`config.mk`:
```
export PLATFORM = sky130hd
export DESIGN_NAME = sram_port_arbiter
export DESIGN_NICKNAME = d
export VERILOG_FILES = /design/src/rtl/sram_port_arbiter.sv
export SDC_FILE = /design/constraint.sdc
export NUM_CORES = 1
export LEC_CHECK = 0
export BUFFER_PORTS_ARGS = -buffer_cell sky130_fd_sc_hd__buf_2
export CAP_MARGIN = 20
export CORE_ASPECT_RATIO = 0.8
export CORE_UTILIZATION = 38
export CTS_CLUSTER_DIAMETER = 50
export DETAILED_ROUTE_END_ITERATION = 10
export PLACE_DENSITY = 0.82
export SLEW_MARGIN = 5
export SYNTH_ARGS = -nofsm -noshare
export SYNTH_HDL_FRONTEND = slang
export SYNTH_SLANG_ARGS = --single-unit
```
`constraint.sdc`:
```
create_clock -name clock -period 2.7 [get_ports clock]
set_clock_uncertainty 0.1 [all_clocks]
set_input_delay 0.27 -clock clock [delete_from_list [all_inputs] [get_ports clock]]
set_output_delay 0.27 -clock clock [all_outputs]
set_load 0.03 [all_outputs]
```
`src/rtl/sram_port_arbiter.sv`:
```
// Zero-fill sequencer and round-robin read/write arbiter for one byte-masked SRAM macro.
// Optional perf counters are compiled in with `define SRAM_ARB_PERF_EN.
module sram_port_arbiter #(
  parameter  int NUM_RD = 4,
  parameter  int DEPTH  = 512,
  parameter  int DW     = 32,
  localparam int AW     = $clog2(DEPTH),
  localparam int IDW    = $clog2(NUM_RD),
  localparam int MW     = DW / 8
) (
  input  logic                clock,
  input  logic                reset_n,
  input  logic [NUM_RD-1:0]   rd_req_valid,
  input  logic [NUM_RD*AW-1:0] rd_req_addr,
  output logic [NUM_RD-1:0]   rd_req_ready,
  output logic                rd_rsp_valid,
  output logic [IDW-1:0]      rd_rsp_id,
  output logic [DW-1:0]       rd_rsp_data,
  input  logic [1:0]          wr_req_valid,
  input  logic [2*AW-1:0]     wr_req_addr,
  input  logic [2*DW-1:0]     wr_req_data,
  input  logic [2*MW-1:0]     wr_req_mask,
  output logic [1:0]          wr_req_ready,
  output logic                init_done,
  output logic                mem_w_en,
  output logic [AW-1:0]       mem_w_addr,
  output logic [DW-1:0]       mem_w_data,
  output logic [MW-1:0]       mem_w_mask,
  output logic                mem_r_en,
  output logic [AW-1:0]       mem_r_addr,
  input  logic [DW-1:0]       mem_r_data
`ifdef SRAM_ARB_PERF_EN
  ,
  output logic [31:0]         perf_rd_conflict,
  output logic [31:0]         perf_wr_stall
`endif
);

  typedef enum logic {ST_INIT, ST_RUN} state_e;

  state_e          state_q, state_d;
  logic [AW-1:0]   init_cnt_q, init_cnt_d;
  logic [IDW-1:0]  rd_ptr_q;
  logic            wr_ptr_q;
  logic            rsp_valid_q;
  logic [IDW-1:0]  rsp_id_q;
  logic            last_rd_v_q;
  logic [AW-1:0]   last_rd_addr_q;
  logic [MW-1:0]   fwd_mask_q;
  logic [DW-1:0]   fwd_data_q;

  logic [AW-1:0]   rd_addr [NUM_RD];
  logic [AW-1:0]   wr_addr [2];
  logic [DW-1:0]   wr_data [2];
  logic [MW-1:0]   wr_mask [2];

  for (genvar i = 0; i < NUM_RD; i++) begin : g_rd_unpack
    assign rd_addr[i] = rd_req_addr[i*AW +: AW];
  end
  for (genvar j = 0; j < 2; j++) begin : g_wr_unpack
    assign wr_addr[j] = wr_req_addr[j*AW +: AW];
    assign wr_data[j] = wr_req_data[j*DW +: DW];
    assign wr_mask[j] = wr_req_mask[j*MW +: MW];
  end

  // Returns {found, index} of the first valid requester at or after the pointer.
  function automatic logic [IDW:0] rd_pick(input logic [NUM_RD-1:0] v,
                                           input logic [IDW-1:0]   p);
    logic [IDW:0]   r;
    logic [IDW-1:0] idx;
    int             k;
    r = '0;
    for (int i = 0; i < NUM_RD; i++) begin
      k = int'(p) + i;
      if (k >= NUM_RD) k = k - NUM_RD;
      idx = IDW'(k);
      if (!r[IDW] && v[idx]) r = {1'b1, idx};
    end
    return r;
  endfunction

  logic           run;
  logic           rd_any, rd_gnt;
  logic [IDW-1:0] rd_sel;
  logic [1:0]     wr_elig;
  logic           wr_any, wr_gnt;
  logic           wr_sel;

  assign run              = (state_q == ST_RUN);
  assign {rd_any, rd_sel} = rd_pick(rd_req_valid, rd_ptr_q);
  assign rd_gnt           = run & rd_any;

  // A write to the address read last cycle is withheld so that read sees the old data.
  always_comb begin
    for (int j = 0; j < 2; j++)
      wr_elig[j] = wr_req_valid[j] & ~(last_rd_v_q && (wr_addr[j] == last_rd_addr_q));
  end

  always_comb begin
    wr_any = 1'b0;
    wr_sel = wr_ptr_q;
    if (wr_elig[wr_ptr_q]) begin
      wr_any = 1'b1;
    end else if (wr_elig[~wr_ptr_q]) begin
      wr_any = 1'b1;
      wr_sel = ~wr_ptr_q;
    end
  end
  assign wr_gnt = run & wr_any;

  // NOTE: every output of this block gets a default first, so no path can infer a latch.
  always_comb begin
    state_d      = state_q;
    init_cnt_d   = init_cnt_q;
    rd_req_ready = '0;
    wr_req_ready = '0;
    mem_w_en     = 1'b0;
    mem_w_addr   = '0;
    mem_w_data   = '0;
    mem_w_mask   = '0;
    mem_r_en     = 1'b0;
    mem_r_addr   = '0;
    unique case (state_q)
      ST_INIT: begin
        // Gated by reset_n so the macro sees no write while reset is held.
        mem_w_en   = reset_n;
        mem_w_addr = init_cnt_q;
        mem_w_mask = '1;
        init_cnt_d = init_cnt_q + 1'b1;
        if (init_cnt_q == AW'(DEPTH - 1)) state_d = ST_RUN;
      end
      ST_RUN: begin
        rd_req_ready[rd_sel] = rd_any;
        wr_req_ready[wr_sel] = wr_any;
        mem_r_en             = rd_any;
        mem_r_addr           = rd_addr[rd_sel];
        mem_w_en             = wr_any;
        mem_w_addr           = wr_addr[wr_sel];
        mem_w_data           = wr_data[wr_sel];
        mem_w_mask           = wr_mask[wr_sel];
      end
      default: state_d = ST_INIT;
    endcase
  end

  // NOTE: sequential state uses non-blocking assignments so every flop samples pre-edge values.
  always_ff @(posedge clock or negedge reset_n) begin
    if (!reset_n) begin
      state_q     <= ST_INIT;
      init_cnt_q  <= '0;
      rd_ptr_q    <= '0;
      wr_ptr_q    <= 1'b0;
      rsp_valid_q <= 1'b0;
      rsp_id_q    <= '0;
      last_rd_v_q <= 1'b0;
      fwd_mask_q  <= '0;
    end else begin
      state_q     <= state_d;
      init_cnt_q  <= init_cnt_d;
      rsp_valid_q <= rd_gnt;
      last_rd_v_q <= rd_gnt;
      fwd_mask_q  <= (rd_gnt && wr_gnt && (rd_addr[rd_sel] == wr_addr[wr_sel]))
                     ? wr_mask[wr_sel] : '0;
      if (rd_gnt) begin
        rd_ptr_q <= (rd_sel == IDW'(NUM_RD - 1)) ? '0 : rd_sel + 1'b1;
        rsp_id_q <= rd_sel;
      end
      if (wr_gnt) wr_ptr_q <= ~wr_sel;
    end
  end

  // NOTE: pure datapath registers carry no reset; they are only consumed when qualified.
  always_ff @(posedge clock) begin
    last_rd_addr_q <= rd_addr[rd_sel];
    fwd_data_q     <= wr_data[wr_sel];
  end

  // Same-cycle write to the read address: the macro returns old data, so merge the new bytes here.
  for (genvar b = 0; b < MW; b++) begin : g_fwd
    assign rd_rsp_data[b*8 +: 8] = fwd_mask_q[b] ? fwd_data_q[b*8 +: 8] : mem_r_data[b*8 +: 8];
  end

  assign rd_rsp_valid = rsp_valid_q;
  assign rd_rsp_id    = rsp_id_q;
  assign init_done    = run;

`ifdef SRAM_ARB_PERF_EN
  always_ff @(posedge clock or negedge reset_n) begin
    if (!reset_n) begin
      perf_rd_conflict <= '0;
      perf_wr_stall    <= '0;
    end else if (run) begin
      if (($countones(rd_req_valid) >= 2) && (perf_rd_conflict != '1))
        perf_rd_conflict <= perf_rd_conflict + 1'b1;
      if (((wr_req_valid & ~wr_req_ready) != 2'b00) && (perf_wr_stall != '1))
        perf_wr_stall <= perf_wr_stall + 1'b1;
    end
  end
`endif

endmodule
```
=== Word-level counts from Yosys, hierarchy flattened ===
Cells that the tools add are included.

* Bits in registers: 61
* Input port bits: 166
* Output and inout port bits: 98
* Word-level logic and storage cells: 120

* $add $sub $neg: 9
* Magnitude comparators: 16
* Eq/ne operators: 5
* Mux-type cells: 56
* Bitwise logic cells: 13
* Reduce and logical (&&, ||, !) cells: 12

{| class="wikitable"
|+ Operator list
! operator !! number
|-
| two-way mux 32 bit || 4
|-
| two-way mux 9 bit || 6
|-
| two-way mux 8 bit || 4
|-
| equality test 9 bit || 3
|-
| two-way mux 4 bit || 5
|-
| binary-select mux 9 bit (select 2 bit) || 1
|-
| one-hot mux 9 bit (2 select lines) || 1
|-
| two-way mux 1 bit || 17
|-
| less-than comparator 2 x 3 -> 1 bit (second input constant) || 5
|-
| >= comparator 3 bit (second input constant) || 4
|-
| two-way mux 2 bit || 6
|-
| two-way mux 3 bit || 4
|-
| adder 9 x 1 -> 9 bit (second input constant) || 1
|-
| equality test 9 bit (second input constant) || 1
|-
| logical AND 1 bit || 9
|-
| binary-select mux 1 bit (select 2 bit) || 4
|-
| one-hot mux 4 bit (2 select lines) || 1
|-
| subtractor 2 x 1 -> 2 bit (second input constant) || 4
|-
| adder 2 x 2 -> 3 bit (second input constant) || 2
|-
| less-than comparator 1 x 2 -> 1 bit (second input constant) || 3
|-
| inverter 1 bit || 5
|-
| AND 1 bit || 4
|-
| AND 4 bit || 1
|-
| adder 2 x 1 -> 3 bit (second input constant) || 1
|-
| other kinds (13) || 15
|}

=== Depth between registers and ports, before layout ===
* Depth after elaboration: 21
* Depth in mapped cells: 12
* Mapped depth without buffers: 10

=== Least setup slack after synthesis ===
OpenSTA, ideal clock, no wires.

* Path type: flip-flop to output port
* Start point: register last_rd_v_q
* End point: output mem_w_data[0]
* Arrival: 2.381 ns
* Data required time: 2.330 ns
* Setup slack: -0.051 ns
* Stages on the path, launching flop included: 9
* Path buffers: 3
* Cells stage by stage: dfrtp_1 > nand2_1 > o31ai_1 > maj3_2 > buf_6 > clkbuf_8 > clkbuf_1 > mux2_2 > and2_1

* Cells in the longest elaborated chain, start to end: 12
* Elaborated cells between the ends (all ways): 17
* Those cells by class: 10 x mux; 5 x bitwise; 2 x reduce/logical

{| class="wikitable"
|+ RTL lines
! item !! line !! source
|-
| from (decl) || 47 || <nowiki>logic last_rd_v_q;</nowiki>
|-
| from (signal assigned) || 161 || <nowiki>last_rd_v_q <= rd_gnt;</nowiki>
|-
| logical AND 1 bit || 96 || <nowiki>wr_elig[j] = wr_req_valid[j] & ~(last_rd_v_q && (wr_addr[j] == last_rd_addr_q));</nowiki>
|-
| inverter 1 bit || 96 ||
|-
| AND 1 bit || 96 ||
|-
| two-way mux 1 bit (not written as such) (2 in a row) || 104 || <nowiki>end else if (wr_elig[~wr_ptr_q]) begin</nowiki>
|-
| two-way mux 1 bit || 104 ||
|-
| two-way mux 1 bit (*) || 102 || <nowiki>if (wr_elig[wr_ptr_q]) begin</nowiki>
|-
| inverter 1 -> 2 bit (not written as such) (*) || 139 || <nowiki>mem_w_data = wr_data[wr_sel];</nowiki>
|-
| two-way mux 32 bit (not written as such) (*) (3 in a row) || 139 ||
|-
| two-way mux 32 bit (*) || 123 || <nowiki>unique case (state_q)</nowiki>
|-
| to (decl) || 27 || <nowiki>output logic [DW-1:0] mem_w_data,</nowiki>
|}

Every way passes the cells marked *; elsewhere a longest branch is shown, timed or not. The select of a mux whose other input is x is not followed.

=== Worst setup path in the final report ===
* Start point: register last_rd_addr_q[4]
* End point: output mem_w_data[4]

* Cells in the longest elaborated chain, start to end: 13
* Elaborated cells between the ends (all ways): 19
* Those cells by class: 2 x eq/ne; 10 x mux; 5 x bitwise; 2 x reduce/logical

{| class="wikitable"
|+ RTL lines
! item !! line !! source
|-
| from (decl) || 48 || <nowiki>logic [AW-1:0] last_rd_addr_q;</nowiki>
|-
| from (signal assigned) || 174 || <nowiki>last_rd_addr_q <= rd_addr[rd_sel];</nowiki>
|-
| equality test 9 bit || 96 ||
|-
| logical AND 1 bit || 96 ||
|-
| inverter 1 bit || 96 ||
|-
| AND 1 bit || 96 ||
|-
| two-way mux 1 bit (not written as such) (2 in a row) || 104 ||
|-
| two-way mux 1 bit || 104 ||
|-
| two-way mux 1 bit (*) || 102 ||
|-
| inverter 1 -> 2 bit (not written as such) (*) || 139 ||
|-
| two-way mux 32 bit (not written as such) (*) (3 in a row) || 139 ||
|-
| two-way mux 32 bit (*) || 123 ||
|}

Marked as above.

==> impl_metrics.yaml <==
run_status:
  status: "finished with violations"
  violations: "negative setup slack"
logic_synthesis:
  syn_area_per_cell_um2: 10.1
  synthMuxAreaShare_pct: 29.7
  yosys-top-cells-area: "mux2_2 (21%), dfxtp_1 (21%), dfrtp_1 (13%), mux2i_1 (7.7%), and2_1 (6.9%)"
  syn_nets: 558
  synthAdderAreaFrac_pct: 2.21
  synth_edf_count: 0
  synth_top_area_share_pct: 21.1
  yosysUniqueCellTypes: 53
  yosys_register_bits: 61
  yosysSeqAreaShare_pct: 33.8
  synth_cells: 386
  synth-compound-area-share_pct: 7.98
  async_reset_ff_share_pct: 32.8
  synthSimpleGateAreaFrac_pct: 15.2
  synth_top_family_by_area: "multiplexers"
  synthXorXnorAreaFrac_pct: 6.28
  yosys.area.top_type: "mux2_2"
  yosys_warnings: 0
  synthFlopType: "dfxtp_1"
  synth_area_um2: 3900
placed_design:
  dp_cells: 803
  dp_hpwl_mm: 11.1
  place_ws_ps: -215
  portBuffers: 263
  place_congestion: 0.896
route:
  vias: 4430
  drt_iter0_drc: 272
  ant_nets: 0
  drt_pass1_iterations: 6
  wl_per_cell_um: 20.1
  vias_per_cell: 5.22
  routed_wl_mm: 17.0
  drc: 0
timing:
  rsz0062_at_grt: "yes"
  worst_slew_pin_slew_ps: 607
  clock.fmax_ghz: 0.315
  period_share_pct: 118
  setup_viol: 50
  fin_ws_ps: -478
  final_max_slew_viol_count: 0
  finalHoldViolCount: 0
  period_minus_slack_ps: 3180
  relSlewSlack_pct: 59.4
clock_tree:
  cts_tree: "built"
  htreeDepth: 3
  cts.sinks: 61
  clock_latency_ps: 320
  cts_buffers: 9
  cts.clk_slew.worst_paths_ps: 60
  cts_root_buffer: "clkbuf_16"
  cts.path.max_buffers: 2
setup_path:
  path_class: "reg -> out"
  crit_family: "buffers and inverters"
  critPathBufInv: 3
  cpMaxStageDelayCell: "maj3_2"
  worstPathMaxFanout: 8
  required_ps: 2330
  startpoint_type: "flip-flop"
  arrival_ps: 2810
  max_stage_delay_ps: 390
  cp_cell_sequence: "xnor2_2, nand4_1, o31ai_1, maj3_2, buf_6, clkbuf_16, mux2_2, and2_1, buf_6"
  endpoint_kind: "primary output"
  crit_path_frequent_cell: "buf_6"
global_routing:
  grt_pass1_wl_mm: 22.7
  grt_pass1_vias: 4471
  grt_usage_pct: 28.1
  antenna_found_initial: 2
  overflow: 0
  grt_max_degree: 42
cells_and_area:
  fillers: 654
  fin_nets: 879
  drive_above_1_share_pct: 71.8
  seqCellArea_um2: 1340
  fin_cells: 849
  multi_input_area_um2: 2880
  syn_to_final_growth_pct: 81.8
floorplanning:
  core-area_um2: 9810
  die_area_um2: 10700
  fp-row-count: 32
  die_w_um: 115
  initial_core_util_pct: 39.8
  chipHeight_um: 92.7
  pin_count: 264
power_and_ir_drop:
  power_density_nw_per_um2: 460
  p_leak_nw: 3.44
  vdd_drop_max_uv: 279
hold_path:
  min_path_type: "in -> reg"
flow_run:
  drv_cap: 0
==> placed cells by master, fill, tap and decap left out, drive strengths merged, types with 4 or more instances in the layout <==
cell | Yosys | final
a21oi | 9 | 9
and2 | 43 | 43
buf | 3 | 327
clkbuf | 17 | 15
dfrtp | 20 | 20
dfxtp | 41 | 41
ha | 6 | 6
inv | 15 | 15
mux2 | 74 | 74
mux2i | 31 | 31
nand2 | 19 | 19
nand3 | 5 | 5
nand4 | 5 | 5
nor2 | 20 | 20
nor3b | 4 | 4
o21ai | 9 | 9
xnor2 | 26 | 26
==> power breakdown <==
group	switching (mW)	internal, mW
Combinational	0.461	0.504
Clock	0.411	0.859
Sequential	0.0487	0.982
Total	0.921	2.35
==> flip-flops by register name, indices dropped and copies added (netlist names) <==
signal          flops
init_cnt_q          9
last_rd_v_q         1
last_rd_addr_q      9
wr_ptr_q            1
rd_rsp_id           2
fwd_mask_q          4
rd_ptr_q            2
fwd_data_q         32
init_done           1
==> cell families after synthesis <==
family / count (synthesis)
xor gates and xnor gates: 28
adders and majority gates: 7
buffers and inverters: 36
DFF: 61
muxes: 105
AOI/OAI and AO/OA: 42
and+or+nand+nor: 107
==> through the flow <==
| stage | area [um2] | util [%] | hold WS [ps] | TNS, ps | power [mW] |
|---|---|---|---|---|---|
| after floorplan | 3910 | - | -126 | -1530 | 1.43 |
| after detailed placement | 5590 | 57.0 | 198 | -2990 | 1.73 |
| final | 7100 | 72.4 | 85.4 | -19190 | 3.27 |
| after global routing | 7100 | 72.4 | 89.0 | -23920 | 3.38 |
| after global placement | 5590 | 57.0 | 187 | -1520 | 1.71 |
| after CTS | 6620 | 67.5 | 80.1 | -8220 | 3.13 |
==> cells in the mapped netlist (all sizes together), types with 2 or more instances <==
| cell | number |
|---|---|
| mux2 | 74 |
| and2 | 43 |
| dfxtp | 41 |
| mux2i | 31 |
| xnor2 | 26 |
| dfrtp | 20 |
| nor2 | 20 |
| nand2 | 19 |
| clkbuf | 17 |
| inv | 15 |
| a21oi | 9 |
| o21ai | 9 |
| ha | 6 |
| nand3 | 5 |
| nand4 | 5 |
| nor3b | 4 |
| buf | 3 |
| nor2b | 3 |
| o2bb2ai | 3 |
| or2 | 3 |
| a2111oi | 2 |
| a221oi | 2 |
| a31oi | 2 |
| and3 | 2 |
| o31a | 2 |
| xor2 | 2 |
==> routing by layer <==
| layer | track usage [%] | up-vias | share of wire, % |
|---|---|---|---|
| met2 | 48.5 | 225 | 51 |
| met3 | 7.85 | 48 | 7.1 |
| met5 | 0 | - | 0.076 |
| met4 | 10.5 | 2 | 3.2 |
| met1 | 32.9 | 2167 | 39 |
| li1 | - | 1988 | - |
==> path summary, 6_finish.rpt <==
path	slack (ps)	startpoint	depth (start not counted)	to
max in group asynchronous	1830	reset_n	3	init_done
min reg2reg	420	init_cnt_q[4]	1	init_cnt_q[4]
max reg2reg	-250	last_rd_addr_q[4]	11	fwd_mask_q[2]
min	90	wr_req_data[5]	2	fwd_data_q[5]
max	-480	last_rd_addr_q[4]	9	mem_w_data[4]
min in group asynchronous	420	reset_n	3	rd_rsp_id[1]
==> cell type report <==
cell class                      count  area share [%]
Tap cell                          136            2.40
Timing Repair Buffer              330            32.7
Clock buffer                       13            3.67
Antenna cell                        1          0.0352
Inverter                           16           0.881
Sequential cell                    61            18.8
Multi-Input combinational cell    289            40.6
Clock inverter                      3           0.952
==> repair_timing <==
| item | in CTS | in global routing |
|---|---|---|
| resized for setup | 152 | 93 |
| pin swaps | 15 | 20 |
| gates cloned | 3 | 2 |
| endpoints found under the setup margin | 58 | 59 |
| endpoints found under the hold margin | 20 | 0 |
| hold buffers | 1 | 0 |
| buffers inserted | 13 | 11 |
Note: power is estimated with default switching activity, not from simulation.
